==> src/rtl/mem_arb_pkg.sv <==
// Shared types and constants for the unified instruction/data memory arbiter.
package mem_arb_pkg;

    typedef enum logic [1:0] {
        IDLE = 2'd0,
        BUSY = 2'd1,
        RESP = 2'd2
    } state_e;

    localparam logic PRIO_FIXED = 1'b0;
    localparam logic PRIO_RR    = 1'b1;

    // Index width that stays legal for a single requester.
    function automatic int unsigned idx_width(input int unsigned n);
        return (n > 1) ? $clog2(n) : 1;
    endfunction

endpackage

==> src/rtl/rr_arbiter.sv <==
// Combinational grant selection: fixed priority (lowest index) or round-robin after ptr.
module rr_arbiter
    import mem_arb_pkg::*;
#(
    parameter int unsigned N  = 2,
    parameter int unsigned IW = 1
) (
    input  logic [N-1:0]  req,
    input  logic [IW-1:0] ptr,
    input  logic          mode,
    output logic [N-1:0]  gnt,
    output logic [IW-1:0] gnt_idx
);

    logic        found;
    int unsigned cand;

    // Walk candidates in priority order; the first requesting one wins.
    always_comb begin
        gnt     = '0;
        gnt_idx = '0;
        found   = 1'b0;
        cand    = 0;
        for (int i = 0; i < N; i++) begin
            if (mode == PRIO_RR) begin
                cand = (32'(ptr) + 32'd1 + 32'(i)) % 32'(N);
            end else begin
                cand = 32'(i);
            end
            for (int j = 0; j < N; j++) begin
                if (!found && (32'(j) == cand) && req[j]) begin
                    found   = 1'b1;
                    gnt[j]  = 1'b1;
                    gnt_idx = IW'(j);
                end
            end
        end
    end

endmodule

==> src/rtl/mem_bus_arbiter.sv <==
// Shares one variable-latency memory port among N_PORTS requesters, one transaction at a time,
// with timeout and misalignment error responses.
module mem_bus_arbiter
    import mem_arb_pkg::*;
#(
    parameter int unsigned N_PORTS   = 2,
    parameter int unsigned AW        = 32,
    parameter int unsigned DW        = 32,
    parameter int unsigned PRIO_MODE = 0,
    parameter int unsigned TIMEOUT   = 16
) (
    input  logic                              clk,
    input  logic                              reset_n,
    input  logic [N_PORTS-1:0]                req_valid,
    output logic [N_PORTS-1:0]                req_ready,
    input  logic [N_PORTS-1:0]                req_we,
    input  logic [N_PORTS*AW-1:0]             req_addr,
    input  logic [N_PORTS*DW-1:0]             req_wdata,
    input  logic [N_PORTS*(DW/8)-1:0]         req_be,
    output logic [N_PORTS-1:0]                rsp_valid,
    output logic                              rsp_err,
    output logic [DW-1:0]                     rsp_rdata,
    output logic                              mem_en,
    output logic                              mem_we,
    output logic [AW-$clog2(DW/8)-1:0]        mem_addr,
    output logic [DW-1:0]                     mem_wdata,
    output logic [DW/8-1:0]                   mem_be,
    input  logic                              mem_ack,
    input  logic [DW-1:0]                     mem_rdata
);

    localparam int unsigned BW  = DW / 8;
    localparam int unsigned OFS = $clog2(BW);
    localparam int unsigned IW  = idx_width(N_PORTS);
    localparam int unsigned CW  = $clog2(TIMEOUT + 1);
    localparam logic        ARB_MODE = (PRIO_MODE == 32'd1) ? PRIO_RR : PRIO_FIXED;

    state_e            state;
    logic [N_PORTS-1:0] gnt;
    logic [IW-1:0]     gnt_idx;
    logic [IW-1:0]     rr_ptr;
    logic [IW-1:0]     g_q;
    logic [CW-1:0]     cnt;
    logic              res_err;
    logic [DW-1:0]     res_rdata;

    logic              sel_we;
    logic [AW-1:0]     sel_addr;
    logic [DW-1:0]     sel_wdata;
    logic [BW-1:0]     sel_be;
    logic              misaligned;
    logic              timeout_hit;

    rr_arbiter #(
        .N  (N_PORTS),
        .IW (IW)
    ) u_arb (
        .req     (req_valid),
        .ptr     (rr_ptr),
        .mode    (ARB_MODE),
        .gnt     (gnt),
        .gnt_idx (gnt_idx)
    );

    assign req_ready = (state == IDLE && reset_n) ? gnt : '0;

    // Mux the granted port's request fields.
    always_comb begin
        sel_we    = 1'b0;
        sel_addr  = '0;
        sel_wdata = '0;
        sel_be    = '0;
        for (int p = 0; p < N_PORTS; p++) begin
            if (gnt[p]) begin
                sel_we    = req_we[p];
                sel_addr  = req_addr[p*AW +: AW];
                sel_wdata = req_wdata[p*DW +: DW];
                sel_be    = req_be[p*BW +: BW];
            end
        end
    end

    assign misaligned  = (sel_addr & AW'(BW - 1)) != '0;
    assign timeout_hit = (32'(cnt) + 32'd1) >= (TIMEOUT - 32'd1);

    always_ff @(posedge clk) begin
        if (!reset_n) begin
            state     <= IDLE;
            rr_ptr    <= IW'(N_PORTS - 1);
            g_q       <= '0;
            cnt       <= '0;
            res_err   <= 1'b0;
            res_rdata <= '0;
            rsp_valid <= '0;
            rsp_err   <= 1'b0;
            rsp_rdata <= '0;
            mem_en    <= 1'b0;
            mem_we    <= 1'b0;
            mem_addr  <= '0;
            mem_wdata <= '0;
            mem_be    <= '0;
        end else begin
            rsp_valid <= '0;
            case (state)
                IDLE: begin
                    if (|gnt) begin
                        g_q    <= gnt_idx;
                        rr_ptr <= gnt_idx;
                        cnt    <= '0;
                        if (misaligned) begin
                            res_err   <= 1'b1;
                            res_rdata <= '0;
                            state     <= RESP;
                        end else begin
                            mem_en    <= 1'b1;
                            mem_we    <= sel_we;
                            mem_addr  <= sel_addr[AW-1:OFS];
                            mem_wdata <= sel_wdata;
                            mem_be    <= sel_be;
                            state     <= BUSY;
                        end
                    end
                end
                BUSY: begin
                    // An ack in the timeout cycle still counts as success.
                    if (mem_ack || timeout_hit) begin
                        res_err   <= !mem_ack;
                        res_rdata <= (mem_ack && !mem_we) ? mem_rdata : '0;
                        mem_en    <= 1'b0;
                        mem_we    <= 1'b0;
                        mem_addr  <= '0;
                        mem_wdata <= '0;
                        mem_be    <= '0;
                        state     <= RESP;
                    end else begin
                        cnt <= cnt + CW'(1);
                    end
                end
                RESP: begin
                    rsp_valid <= N_PORTS'(1) << g_q;
                    rsp_err   <= res_err;
                    rsp_rdata <= res_rdata;
                    cnt       <= '0;
                    state     <= IDLE;
                end
                default: state <= IDLE;
            endcase
        end
    end

endmodule

==> config.mk <==
export PLATFORM = sky130hd
export DESIGN_NAME = mem_bus_arbiter
export DESIGN_NICKNAME = d
export VERILOG_FILES = /design/src/rtl/mem_arb_pkg.sv /design/src/rtl/rr_arbiter.sv /design/src/rtl/mem_bus_arbiter.sv
export SDC_FILE = /design/constraint.sdc
export NUM_CORES = 1
export LEC_CHECK = 0
export ABC_AREA = 0
export CORE_AREA = 2 2 133 135
export DETAILED_ROUTE_END_ITERATION = 10
export DIE_AREA = 0 0 135 137
export GPL_TIMING_DRIVEN = 1
export PLACE_DENSITY = 0.75
export SYNTH_ARGS = -nofsm -noshare
export SYNTH_HDL_FRONTEND = slang
export SYNTH_SLANG_ARGS = --single-unit
==> constraint.sdc <==
create_clock -name clk -period 5.99 [get_ports clk]
set_input_delay 1.4975 -clock clk [delete_from_list [all_inputs] [get_ports clk]]
set_output_delay 1.4975 -clock clk [all_outputs]
set_load 0.005 [all_outputs]
==> flow_summary.json, run 1 <==
{
  "rsz0062_at_grt": "no",
  "status": "finished, final reports clean",
  "arrival_ns": 2.92,
  "seq_power_share_pct": 41.4,
  "synth_edf_count": 0,
  "setup_tns_ns": 0,
  "synthesis.area_mm2": 0.00673,
  "ys_seq_area_share_pct": 42.8,
  "cts_num_sinks": 144,
  "num-fill-cells": 1584,
  "switching_share_pct": 27.3,
  "clk_pin_slew_ns": 0.06,
  "p_leak_nw": 3.44,
  "wl_per_cell_um": 16.2,
  "p_per_area_mw_per_mm2": 238,
  "ant_nets": 0,
  "fmax_ghz": 0.226,
  "dpl.hpwl_um": 14500,
  "yosysTopAreaCellShare_pct": 42.8,
  "syn_nets": 1074,
  "ys_top_cells_by_count": "a21oi_1, nand2_1, dfxtp_1",
  "crit_required_ns": 4.49,
  "dieWidth_um": 135,
  "postPlaceCellArea_mm2": 0.00961,
  "area_growth_pct": 50.9,
  "grt_max_degree": 106,
  "cap_violations": 0,
  "clk_path_buf_depth": 2,
  "startpoint": "reset_n",
  "cts_hold_buf": 0,
  "fp.dieH_um": 137,
  "pin_count": 280,
  "startpoint_type": "input port",
  "cp_max_fo": 9,
  "antenna_found_initial": 0,
  "rows": 48,
  "ir_drop_uv": 198,
  "final_max_slew_viol_count": 0,
  "p_total_mw": 2.42,
  "synth_cells": 897,
  "timing.slew.headroom_pct": 25.4,
  "post-place-ws_ns": 1.58,
  "grt_use_total_pct": 23.4,
  "comb_power_share_pct": 17.9,
  "synth_seq_cells": 144,
  "vias": 7290,
  "post-route-period-util_pct": 73.7,
  "hold_path_class": "register to register",
  "first_iter_violations": 548,
  "worst_setup_path_end_kind": "output port",
  "postLayoutCellArea_mm2": 0.0102,
  "critPathKind": "input port to output port",
  "setup_viol": 0,
  "hold_violations": 0,
  "worstReg2RegStart": "state[1]",
  "worst_pin_slew_ns": 1.12,
  "grt_pass1_vias": 6710,
  "fin_skew_ns": 0.00863,
  "cts_root_buffer": "clkbuf_16",
  "yosysMostFrequentCell": "a21oi_1",
  "core-area_mm2": 0.0171,
  "grt_pass1_wl_um": 34600,
  "stdcell_count": 1357,
  "synth_flop_cell": "dfxtp_1",
  "gr-total-overflow": 0,
  "hp-start": "res_err",
  "dp_cells": 1325,
  "io_buffers": 279,
  "drc": 0,
  "cts_made_buffers": 17,
  "hold_slack_ns": 0.447,
  "cts_resized": 0,
  "routed_wl_um": 22000,
  "post_cts_buffers": 0,
  "place.gp.congestion": 0.789,
  "synth-async-reset-ratio_pct": 0,
  "yosysWarnings": 0,
  "avgSynthCellArea_um2": 7.51,
  "setup_slack_ns": 1.57,
  "seqCellArea_mm2": 0.00288,
  "synth_cell_type_count": 41,
  "synth_top_cell_by_area": "dfxtp_1",
  "cts_tree": "yes",
  "utilization_pct": 59.6,
  "drt-vias-per-instance": 5.37,
  "diodes": 0,
  "clk_latency_ns": 0.42,
  "drive_gt1_share_pct": 4.95,
  "cts.htree.levels": 4,
  "die_area_mm2": 0.0185,
  "p_clk_share_pct": 40.7,
  "layout_min_cycle_time_ns": 4.42,
  "intPower_mw": 1.76,
  "detail_route.first_pass.iterations": 5,
  "synth_area_leaders": "dfxtp_1, a21oi_1, nand2_1",
  "initial_core_util_pct": 39.5,
  "multiInputGateArea_mm2": 0.00349,
  "switchingPower_mw": 0.660,
  "finalNetCount": 1296
}
[critical path: stages]
cell and delay, ns:
clkdlybuf4s50_1 0.68, and3_1 0.24, clkdlybuf4s50_1 0.50
[layer usage]
metal  track usage [%]  part of all wire, %
met1              29.1                   42
met2              37.7                   47
met3              9.11                  9.4
met4              6.77                  1.5
met5                 0                    0
[layout make-up]
type | instances | share of cell area, %
Sequential cell | 144 | 28.4
Timing Repair Buffer | 295 | 28.7
Clock buffer | 21 | 4.63
Tap cell | 225 | 2.77
Clock inverter | 11 | 0.801
Inverter | 8 | 0.320
Multi-Input combinational cell | 653 | 34.4
[power groups by stage]
| stage | clock network [mW] | logic [mW] | registers (mW) |
|---|---|---|---|
| after floorplan | 0 | 0.212 | 1.02 |
| after global placement | 0 | 0.427 | 1.02 |
| after detailed placement | 0 | 0.432 | 1.02 |
| after CTS | 0.999 | 0.435 | 1.00 |
| after global routing | 1.04 | 0.478 | 1.00 |
| final | 0.985 | 0.434 | 1.00 |
[cell families after synthesis]
logic type	synth area share, %
AO/OA/AOI/OAI	37.1
adder cells (fa/ha/maj)	0.372
buffers and inverters	5.83
flip-flops	42.8
multiplexers	0.149
AND/OR/NAND/NOR	13.8
[flip-flops by register name, indices dropped and copies added (netlist names), 2 cells and up]
name / cells
state: 2
mem_be: 4
mem_wdata: 32
rsp_rdata: 32
mem_addr: 30
res_rdata: 32
rsp_valid: 2
cnt: 5
[worst paths after layout]
| path | to | slack [ns] | cells after the start |
|---|---|---|---|
| worst max-delay path | req_ready[0] | 1.57 | 3 |
| worst min-delay path | res_err | 0.45 | 2 |
| worst max register to register | mem_wdata[22] | 3.53 | 5 |
| worst min register to register | res_err | 0.45 | 2 |
[layout by cell type, fill, tap and decap left out, types with 2 or more instances in the layout]
cell	instances
clkdlybuf4s50_1	277
a21oi_1	233
nand2_1	196
dfxtp_1	144
a211oi_1	69
o21ai_0	66
a311oi_1	32
clkbuf_16	17
buf_4	16
inv_1	6
clkinvlp_4	6
nor2_1	4
and3_1	4
nor2b_1	4
nor3_1	4
a22o_1	4
o21a_1	3
o32ai_1	3
clkbuf_8	3
nand4_1	2
nand3_1	2
nand2b_1	2
a41oi_1	2
ha_1	2
inv_6	2
clkinv_2	2
Note: power is estimated with default switching activity, not from simulation.
==> run 2: changes to the inputs <==
- CORE_AREA: 2 2 133 135 -> 2 2 135 137
- DIE_AREA: 0 0 135 137 -> 0 0 137 139
- PLACE_DENSITY: 0.75 -> 0.76
- clock period: 5.99 -> 3.7 ns (I/O delays scaled with it)
==> run 2 against run 1 <==
  * Via count increased by 1.3%
  * Register-to-register slack lost 2.2 ns
  * Utilization down 1.8 points
  * Total power up 63%
  * Clock power up 64%
  * Flip-flop and latch count stayed put
  * Count of clock-buffer cells in the layout decreased by 2
  * Sequential power is 62% higher
  * Global-route usage fell by 0.17 points
  * Critical path depth did not move
  * Final area is 0.47% higher
  * Critical path type unchanged
  * Critical endpoint is now req_ready[1]
==> flow_summary.json, run 2 (same netlist as run 1, synthesis figures left out) <==
{
  "vias": 7386,
  "critPathKind": "input port to output port",
  "first_iter_violations": 554,
  "setup_viol": 0,
  "cts_hold_buf": 0,
  "grt_pass1_wl_um": 35700,
  "clk_path_buf_depth": 2,
  "hold_violations": 0,
  "wl_met3_um": 1920,
  "core-area_mm2": 0.0177,
  "p_leak_nw": 3.47,
  "num-fill-cells": 1624,
  "area_growth_pct": 51.6,
  "drive_gt1_share_pct": 4.95,
  "seqCellArea_mm2": 0.00288,
  "routed_wl_um": 22400,
  "drt-vias-per-instance": 5.42,
  "cap_violations": 0,
  "fp.dieH_um": 139,
  "wl_met1_um": 9490,
  "ant_nets": 0,
  "post_cts_buffers": 0,
  "startpoint_type": "input port",
  "detail_route.first_pass.iterations": 5,
  "cts_tree": "yes",
  "hold_path_class": "register to register",
  "final_max_slew_viol_count": 0,
  "grt_max_degree": 127,
  "rows": 49,
  "postLayoutCellArea_mm2": 0.0102,
  "io_buffers": 279,
  "cts_made_buffers": 17,
  "cts.htree.levels": 4,
  "gr-total-overflow": 0,
  "clk_latency_ns": 0.42,
  "layout_min_cycle_time_ns": 3.18,
  "initial_core_util_pct": 38.1,
  "top_layer": "met4",
  "crit_required_ns": 2.77,
  "postPlaceCellArea_mm2": 0.00965,
  "antenna_found_initial": 1,
  "ir_drop_uv": 294,
  "fmax_ghz": 0.314,
  "timing.slew.headroom_pct": 29.4,
  "dpl.hpwl_um": 14700,
  "worst_setup_path_end_kind": "output port",
  "die_area_mm2": 0.0190,
  "grt_pass1_vias": 6859,
  "pin_count": 280,
  "clk_pin_slew_ns": 0.06,
  "worst_pin_slew_ns": 1.06,
  "cp_max_fo": 3,
  "finalNetCount": 1296,
  "arrival_ns": 2.26,
  "cts_resized": 0,
  "mostFrequentLayoutCell": "clkdlybuf4s50_1",
  "final_cell_mix": "clkdlybuf4s50_1, a21oi_1, nand2_1",
  "status": "finished, final reports clean",
  "post-route-period-util_pct": 86.0,
  "multiInputGateArea_mm2": 0.00349,
  "cts_root_buffer": "clkbuf_16",
  "rsz0062_at_grt": "no",
  "grt_use_total_pct": 23.2,
  "cts_num_sinks": 144,
  "place.gp.congestion": 0.823,
  "wl_met2_um": 10600,
  "wl_per_cell_um": 16.4,
  "dieWidth_um": 137,
  "fin_skew_ns": 0.00983,
  "setup_tns_ns": 0,
  "reg_top3": "mem_wdata (32), res_rdata (32), rsp_rdata (32)",
  "drc": 0,
  "p_per_area_mw_per_mm2": 387
}
## run 2: cell types whose count changed in the layout (fill, tap and decap cells not counted)
| cell | previous run | this run |
|---|---|---|
| clkbuf_8 | 3 | 1 |
| bufinv_16 | 0 | 1 |
| diode_2 | 0 | 1 |
| buf_12 | 1 | 4 |
| clkinvlp_4 | 6 | 4 |
| buf_4 | 16 | 13 |
| clkinv_2 | 2 | 5 |
## run 2: layout make-up
| class | count | share of cell area [%] |
|---|---|---|
| diodes | 1 | 0.0245 |
| clock buffers | 19 | 4.34 |
| clock inverters | 13 | 1.09 |
| inverters | 8 | 0.319 |
| multi-input cells | 653 | 34.2 |
| flip-flops and latches | 144 | 28.2 |
| well taps | 229 | 2.81 |
| repair buffers | 295 | 29.0 |
## run 2: path summary, 6_finish.rpt
kind / startpoint / endpoint / slack, ns / cells past startpoint
max: reset_n / req_ready[1] / 0.52 / 3
min: g_q / rsp_valid[0] / 0.44 / 1
max reg2reg: cnt[0] / res_rdata[23] / 1.37 / 6
min reg2reg: g_q / rsp_valid[0] / 0.44 / 1
## run 2: worst max-delay path, cell delays in order
cell,delay (ns)
clkdlybuf4s50_1,0.60
and3_1,0.22
clkdlybuf4s50_1,0.51
## run 2: stage by stage
stage	instances	hold slack, ns	worst slack [ns]	utilization, %	total power, mW
6_report	1362	0.444	0.516	57.8	3.95
5_1_grt	1362	0.462	0.517	57.8	4.13
4_1_cts	1361	0.445	0.536	57.8	3.99
3_5_place_dp	1329	0.430	0.547	54.6	2.36
3_3_place_gp	1329	0.437	0.532	54.6	2.35
2_1_floorplan	897	0.417	0.951	-	1.99
## run 2: power by group
part           internal, mW  switching (mW)  total, mW
sequential             1.59          0.0284       1.62
combinational         0.347           0.363      0.710
clock                 0.941           0.682       1.62
## run 2: routing by layer
metal	vias up	track usage, %
li1	3684	-
met1	3378	29.3
met2	290	36.9
met3	34	8.00
met4	0	7.54
met5	-	0
==> run 3: changes to the inputs <==
- CORE_AREA: 2 2 135 137 -> 2 2 168 170
- DIE_AREA: 0 0 137 139 -> 0 0 170 172
- MAX_ROUTING_LAYER: unset -> met4
- PLACE_DENSITY: 0.76 -> unset
==> run 3 against run 2 <==
  * Sequential power about the same
  * Die area grew 54%
  * Sequential share of layout area is 0.70 points lower
  * Via count decreased by 0.93%
  * Hold slack lost 0.00052 ns
  * Routed wire length is 6.4% higher
  * Utilization is 20 points lower
  * Final area rose by 2.5%
  * Setup slack worse by 0.14 ns
  * Clock skew decreased by 0.00057 ns
  * Count of clock-buffer cells in the layout down 1
  * Combinational power increased by 3.5%
==> flow_summary.json, run 3 (same netlist as run 1, synthesis figures left out) <==
{
  "rsz0062_at_grt": "no",
  "post-route-period-util_pct": 89.7,
  "antenna_found_initial": 0,
  "drt-vias-per-instance": 4.93,
  "clk_pin_slew_ns": 0.06,
  "initial_core_util_pct": 24.5,
  "p_per_area_mw_per_mm2": 390,
  "layout_min_cycle_time_ns": 3.32,
  "cts_hold_buf": 0,
  "arrival_ns": 2.40,
  "dieWidth_um": 170,
  "seq_power_share_pct": 39.7,
  "grt_pass1_wl_um": 35900,
  "final_max_slew_viol_count": 0,
  "fmax_ghz": 0.301,
  "cts_root_buffer": "clkbuf_16",
  "switching_share_pct": 28.8,
  "mostFrequentLayoutCell": "clkdlybuf4s50_1",
  "ant_nets": 0,
  "intPower_mw": 2.91,
  "utilization_pct": 38.1,
  "die_area_mm2": 0.0292,
  "gr-total-overflow": 0,
  "hold_path_class": "register to register",
  "first_iter_violations": 525,
  "fp.dieH_um": 172,
  "wl_met3_um": 1970,
  "grt_use_total_pct": 16.1,
  "status": "finished, final reports clean",
  "p_leak_nw": 3.52,
  "drive_gt1_share_pct": 5.53,
  "vias": 7317,
  "grt_pass1_vias": 6533,
  "drc": 0,
  "num-fill-cells": 2830,
  "clk_path_buf_depth": 2,
  "cp_max_fo": 9,
  "setup_tns_ns": 0,
  "finalNetCount": 1303,
  "wl_met2_um": 10700,
  "setup_slack_ns": 0.379,
  "setup_viol": 0,
  "post_cts_buffers": 0,
  "cts_made_buffers": 17,
  "place.gp.congestion": 0.801,
  "grt_max_degree": 124,
  "reg_top3": "mem_wdata (32), res_rdata (32), rsp_rdata (32)",
  "cts_num_sinks": 144,
  "ir_drop_uv": 277,
  "switchingPower_mw": 1.17,
  "pin_count": 280,
  "cap_violations": 0,
  "p_clk_share_pct": 42.2,
  "timing.slew.headroom_pct": 31.6,
  "area_growth_pct": 55.4,
  "hold_slack_ns": 0.444,
  "wl_per_cell_um": 16.0,
  "core-area_mm2": 0.0275,
  "routed_wl_um": 23800,
  "post-place-ws_ns": 0.394,
  "worst_pin_slew_ns": 1.03,
  "dpl.hpwl_um": 16100,
  "rows": 61,
  "hold_violations": 0,
  "critPathKind": "input port to output port",
  "final_cell_mix": "clkdlybuf4s50_1, a21oi_1, nand2_1",
  "comb_power_share_pct": 18.0,
  "io_buffers": 279,
  "cts_resized": 0,
  "wl_met1_um": 10800,
  "diodes": 0,
  "crit_required_ns": 2.77,
  "top_layer": "met4",
  "detail_route.first_pass.iterations": 5,
  "worst_setup_path_end_kind": "output port",
  "cts_tree": "yes",
  "startpoint_type": "input port",
  "clk_latency_ns": 0.42,
  "cts.htree.levels": 4,
  "fin_skew_ns": 0.00926
}
run 3: stage by stage:
step	instances	power [mW]	cell area, um2
finish	1485	4.08	10500
global route	1485	4.27	10500
CTS	1485	4.14	10500
detailed placement	1453	2.39	9890
global placement	1453	2.39	9890
floorplan	897	1.99	6730
run 3: cell type report:
type	count	area [um2]	share of cell area, %
well taps	346	433	4.14
inverters	8	32.5	0.311
multi-input cells	653	3490	33.4
clock inverters	14	149	1.42
repair buffers	302	3050	29.1
clock buffers	18	429	4.10
flip-flops and latches	144	2880	27.5
run 3: worst max-delay path, stage by stage:
cell	delay [ns]
clkdlybuf4s50_1	0.73
and3_1	0.24
clkdlybuf4s50_1	0.50
run 3: routing by layer:
layer  track usage (%)  vias up
met2              24.7      274
met1              20.5     3324
met4              3.98        0
met3              5.17       21
met5                 -        -
li1                  -     3698
run 3: final timing paths:
check | startpoint | to | slack, ns | cells past startpoint
setup / recovery | reset_n | req_ready[0] | 0.38 | 3
hold / removal | g_q | rsp_valid[0] | 0.44 | 1
setup reg to reg | cnt[0] | res_rdata[11] | 1.38 | 6
hold reg to reg | g_q | rsp_valid[0] | 0.44 | 1
run 3: power by group through the flow:
| stage | combinational (mW) | sequential, mW | clock, mW |
|---|---|---|---|
| floorplan | 0.343 | 1.65 | 0 |
| global placement | 0.735 | 1.65 | 0 |
| detailed placement | 0.738 | 1.65 | 0 |
| CTS | 0.741 | 1.62 | 1.78 |
| global route | 0.807 | 1.63 | 1.84 |
| finish | 0.735 | 1.62 | 1.72 |
